File: config.mk
export PLATFORM = sky130hd
export DESIGN_NAME = adder_tree_acc_pipe
export DESIGN_NICKNAME = d
export VERILOG_FILES = /design/src/rtl/adder_tree_acc_pipe.sv
export SDC_FILE = /design/constraint.sdc
export NUM_CORES = 1
export LEC_CHECK = 0
export BUFFER_PORTS_ARGS = -buffer_cell sky130_fd_sc_hd__buf_4
export CORE_MARGIN = 8
export CORE_UTILIZATION = 30
export CTS_CLUSTER_DIAMETER = 50
export CTS_CLUSTER_SIZE = 16
export DETAILED_ROUTE_END_ITERATION = 10
export SETUP_SLACK_MARGIN = 0.02
export SLEW_MARGIN = 30
export SYNTH_ARGS = -nofsm -noshare
export SYNTH_HDL_FRONTEND = slang
export SYNTH_SLANG_ARGS = --single-unit
File: constraint.sdc
create_clock -name clk -period 4.1 [get_ports clk]
set_clock_uncertainty 0.2 [all_clocks]
set_input_delay 0.205 -clock clk [delete_from_list [all_inputs] [get_ports clk]]
set_output_delay 0.205 -clock clk [all_outputs]
set_load 0.005 [all_outputs]
File: src/rtl/adder_tree_acc_pipe.sv
// Fully pipelined adder tree with a packet accumulator on the back end.
// Build macro ADDER_TREE_ACC_SAT_EN: clamp on overflow instead of wrapping modulo 2^OUT_WIDTH.
module adder_tree_acc_pipe #(
    parameter int NUM_INPUTS = 16,
    parameter int IN_WIDTH   = 8,
    parameter int OUT_WIDTH  = 24,
    parameter int SIGNED     = 0
) (
    input  logic                           clk,
    input  logic                           reset,
    input  logic                           in_valid,
    input  logic                           in_last,
    input  logic [NUM_INPUTS*IN_WIDTH-1:0] in_data,
    output logic                           out_valid,
    output logic [OUT_WIDTH-1:0]           out_data,
    output logic                           out_overflow
);

    localparam int   S   = $clog2(NUM_INPUTS);
    localparam int   TW  = IN_WIDTH + S;
    localparam logic SGN = (SIGNED != 0);

    // Streaming handshake: a beat transfers on every rising edge with in_valid high; there is
    // no ready, so the source is never stalled. out_valid is a single-cycle strobe per packet.

    // Tree nodes are heap-indexed: node 1 is the root, node i adds children 2i and 2i+1, and
    // indices >= NUM_INPUTS are the input lanes. Every node is held at the full tree width
    // with correct extension, so a node at depth d carries IN_WIDTH+(S-d) meaningful bits.
    logic [TW-1:0] leaf   [NUM_INPUTS];
    logic [TW-1:0] node_q [1:NUM_INPUTS-1];

    for (genvar j = 0; j < NUM_INPUTS; j++) begin : g_leaf
        assign leaf[j] = {{S{SGN & in_data[j*IN_WIDTH+IN_WIDTH-1]}},
                          in_data[j*IN_WIDTH +: IN_WIDTH]};
    end

    for (genvar i = 1; i < NUM_INPUTS; i++) begin : g_node
        logic [TW-1:0] a;
        logic [TW-1:0] b;
        if (2 * i >= NUM_INPUTS) begin : g_from_leaf
            assign a = leaf[2*i-NUM_INPUTS];
            assign b = leaf[2*i+1-NUM_INPUTS];
        end else begin : g_from_node
            assign a = node_q[2*i];
            assign b = node_q[2*i+1];
        end
        always_ff @(posedge clk) begin
            node_q[i] <= a + b;
        end
    end

    // One valid/last tag per tree stage; the data path itself carries no reset.
    logic [S-1:0] vld_q;
    logic [S-1:0] lst_q;

    always_ff @(posedge clk or posedge reset) begin
        if (reset) begin
            vld_q <= '0;
            lst_q <= '0;
        end else begin
            vld_q[0] <= in_valid;
            lst_q[0] <= in_valid & in_last;
            for (int k = 1; k < S; k++) begin
                vld_q[k] <= vld_q[k-1];
                lst_q[k] <= lst_q[k-1];
            end
        end
    end

    logic                 tree_vld;
    logic                 tree_lst;
    logic [TW-1:0]        tree_sum;

    assign tree_vld = vld_q[S-1];
    assign tree_lst = lst_q[S-1];
    assign tree_sum = node_q[1];

    logic [OUT_WIDTH-1:0] acc_q;
    logic                 first_q;
    logic                 ovf_q;
    logic [OUT_WIDTH:0]   tree_ext;
    logic [OUT_WIDTH:0]   acc_ext;
    logic [OUT_WIDTH:0]   r_sum;
    logic                 beat_ovf;
    logic [OUT_WIDTH-1:0] result;

    // One guard bit above OUT_WIDTH exposes overflow of both unsigned and signed sums.
    assign tree_ext = {{(OUT_WIDTH+1-TW){SGN & tree_sum[TW-1]}}, tree_sum};
    assign acc_ext  = first_q ? '0 : {SGN & acc_q[OUT_WIDTH-1], acc_q};
    assign r_sum    = acc_ext + tree_ext;
    assign beat_ovf = SGN ? (r_sum[OUT_WIDTH] ^ r_sum[OUT_WIDTH-1]) : r_sum[OUT_WIDTH];

`ifdef ADDER_TREE_ACC_SAT_EN
    localparam logic [OUT_WIDTH-1:0] UMAX = '1;
    localparam logic [OUT_WIDTH-1:0] SMAX = {1'b0, {(OUT_WIDTH-1){1'b1}}};
    localparam logic [OUT_WIDTH-1:0] SMIN = {1'b1, {(OUT_WIDTH-1){1'b0}}};

    // The guard bit holds the sign of the true sum, which picks the clamp direction.
    always_comb begin
        result = r_sum[OUT_WIDTH-1:0];
        if (beat_ovf) begin
            if (SGN) begin
                result = r_sum[OUT_WIDTH] ? SMIN : SMAX;
            end else begin
                result = UMAX;
            end
        end
    end
`else
    always_comb begin
        result = r_sum[OUT_WIDTH-1:0];
    end
`endif

    always_ff @(posedge clk or posedge reset) begin
        if (reset) begin
            acc_q        <= '0;
            first_q      <= 1'b1;
            ovf_q        <= 1'b0;
            out_valid    <= 1'b0;
            out_data     <= '0;
            out_overflow <= 1'b0;
        end else begin
            out_valid <= 1'b0;
            if (tree_vld) begin
                if (tree_lst) begin
                    out_data     <= result;
                    out_overflow <= ovf_q | beat_ovf;
                    out_valid    <= 1'b1;
                    first_q      <= 1'b1;
                    ovf_q        <= 1'b0;
                end else begin
                    acc_q   <= result;
                    first_q <= 1'b0;
                    ovf_q   <= ovf_q | beat_ovf;
                end
            end
        end
    end

endmodule

==> impl_metrics.yaml <==
setup_path:
  worst_ep_required_time_ns: 4.31
  path_class: "reg -> reg"
  cp-end-kind: "register"
  cp-start-kind: "register"
  cp_data_arrival_time_ns: 3.30
  crit_fanout: 11
cts:
  cts_buffers: 27
  cts-root-buf: "clkbuf_16"
  clockBufferDepth: 3
  tritoncts: "yes"
  cts_resized: 0
  clk_pin_slew_ns: 0.06
  htreeDepth: 1
  post_cts_buffers: 0
  insertion_delay_ns: 0.52
  clkSinkCount: 206
sta:
  period_needed_ns: 3.09
  worst_slew_pin_slew_ns: 0.530
  period_share_pct: 75.4
  setup_tns_ns: 0
  relSlewSlack_pct: 64.2
  final-hold-violation-count: 0
  setup_viol: 0
  timing.fmax_ghz: 0.323
  setup_slack_ns: 1.01
  grt_setup_unrepaired: "false"
  slew_viol_final: 0
drt:
  route.detailed.drc: 0
  wl_per_cell_microns: 12.5
  via_count: 8526
  wl_microns: 23800
  viasPerCell: 4.48
  drtAntennaViolNets: 0
  firstDrtPassIters: 4
  drtIter0Drc: 293
logic_synthesis:
  synth_simple_gate_area_share_pct: 12.3
  ys_seq_area_share_pct: 41.7
  yosys.area.top_type_share_pct: 27.6
  synth_edf_count: 0
  synth_compound_area_share_pct: 13.8
  synthMuxAreaShare_pct: 0.814
  syn_avg_cell_area_sq_um: 10.1
  synthTopCellsByArea: "dfxtp_1 (28%), ha_1 (17%), dfrtp_1 (14%)"
  synth_xor_area_share_pct: 9.49
  ys_ff_latch: 206
  synth_top_family_by_area: "adder cells"
  ys_types: 55
  synth_top_area_cell: "dfxtp_1"
  synth_cells: 1049
  ys.flop_type: "dfxtp_1"
  synth_fa_ha_area_share_pct: 19.9
  syn-num-nets: 1340
  syn_area_sq_um: 10600
  yosysWarnings: 0
  synthArstFlopShare_pct: 29.1
min_path:
  worstHoldPathType: "in -> reg"
run:
  cap_violations: 0
placement:
  place_ws_ns: 1.00
  io_buffers: 157
  dp_hpwl_microns: 17000
  globalplace.congestion: 0.817
floorplanning:
  fp-row-count: 69
  ios: 158
  die_area_sq_um: 41600
  core_sq_um: 35200
  initial_core_util_pct: 30.1
  fp.dieW_microns: 204
  die_y_microns: 204
layout:
  regArea_sq_um: 4430
  n_antenna_cell: 0
  layout-drive-gt1-share_pct: 15.8
  nets: 1712
  final_cell_mix: "dlygate4sd3_1 (194), buf_4 (161), dfxtp_1 (146), ha_1 (143), o21ai_0 (86)"
  multi_input_area_sq_um: 5970
  num-fill-cells: 3337
  layout_commonest_cell: "dlygate4sd3_1"
  area_growth_pct: 43.2
global_route:
  grt_pass1_vias: 8966
  met1_usage_pct: 13.3
  met2_usage_pct: 20.2
  antenna_found_initial: 0
  grt_max_degree: 46
  gr-usage-met3_pct: 2.14
  grt_pass1_wl_microns: 40000
  top_usage_layer: "met2"
  overflow: 0
  globalRouteTotalUtil_pct: 11.2
pwr:
  leakagePower_nw: 7.03
  powerDensity_nw_per_um2: 625
  ir_drop_v: 0.000415
run_status:
  status: "finished, final reports clean"
## stage by stage
step / instance area (sq um) / hold WS, ns / power, W / std cells / utilization (%)
2_1_floorplan: 10600 / 0.0364 / 0.00596 / 1049 / -
3_3_place_gp: 12300 / 0.0699 / 0.00688 / 1659 / 35.0
3_5_place_dp: 12300 / 0.0792 / 0.00696 / 1659 / 35.0
4_1_cts: 15200 / 0.00437 / 0.00962 / 1902 / 43.1
5_1_grt: 15200 / 0.0442 / 0.0103 / 1902 / 43.1
6_report: 15200 / 0.0272 / 0.00950 / 1902 / 43.1
## cell families (layout without fill, tap and decap cells)
family / count (synthesis) / count (layout)
adders and majority gates: 159 / 159
AOI/OAI and AO/OA: 239 / 239
buffers and inverters: 55 / 447
DFF: 206 / 206
xor gates and xnor gates: 115 / 115
and+or+nand+nor: 267 / 267
muxes: 8 / 8
## layout make-up
type	count	share of cell area, %
tap	461	3.80
clock buffer	31	4.88
multi-input combinational	788	39.3
sequential	206	29.1
inverter	43	1.06
timing repair buffer	355	20.7
clock inverter	18	1.11
## final timing paths
check / from / to / slack (ns) / cells after the start
worst max-delay path: first_q / out_data[14] / 1.01 / 10
worst min-delay path: in_data[49] / node_q[1][38] / 0.03 / 4
worst max register to register: first_q / out_data[14] / 1.01 / 10
worst min register to register: vld_q[1] / vld_q[2] / 0.15 / 0
max in group asynchronous: reset / out_data[12] / 2.72 / 4
min in group asynchronous: reset / vld_q[0] / 0.09 / 3
## power breakdown
group          switching, W  internal [W]  leakage (nW)
clock network      0.000926       0.00139         0.448
registers          0.000329       0.00272          2.00
logic               0.00203       0.00210          4.59
total               0.00328       0.00622          7.03
## per-layer routing
layer	wire, microns	vias to the layer above
met3	1170	40
met1	10600	3913
met2	11600	161
li1	-	4412
met4	490	0
met5	0	-
## synthesized netlist by cell type (all sizes together) (4+ instances only)
cell      n
dfrtp    59
ha      143
inv      43
mux2      5
fa       16
or3      11
nand2b   19
a22o      4
o21ai    86
a21boi    7
nand3    11
nand2    78
xor2     45
or4       4
xnor2    70
nor2     58
nor3     23
a21oi    66
o41ai     6
dfxtp   146
nor2b    44
o21a      9
clkbuf   10
a21o     29
and2      5
nand4     7
o31ai     4
## what timing repair did
item,4_1_cts,5_1_grt
hold buffers,194,0
endpoints found under the hold margin,97,0
setup endpoints to repair,0,0
## sequential cells by signal, indices dropped and copies added, names as in the netlist, 4 cells and up
name and count:
lst_q 4, vld_q 4, out_data 24, acc_q 24
node_q 146
## worst max-delay path, cell delays in order, from the launching register on
cell      delay [ns]
dfstp_2         0.65
nor2b_1         0.08
ha_1            0.22
fa_1            0.41
a21o_2          0.22
a31oi_1         0.25
nor3b_2         0.10
o211ai_2        0.25
and2_4          0.24
nor3_1          0.06
a221o_1         0.31
No activity file was read; power rests on OpenSTA's default activity.
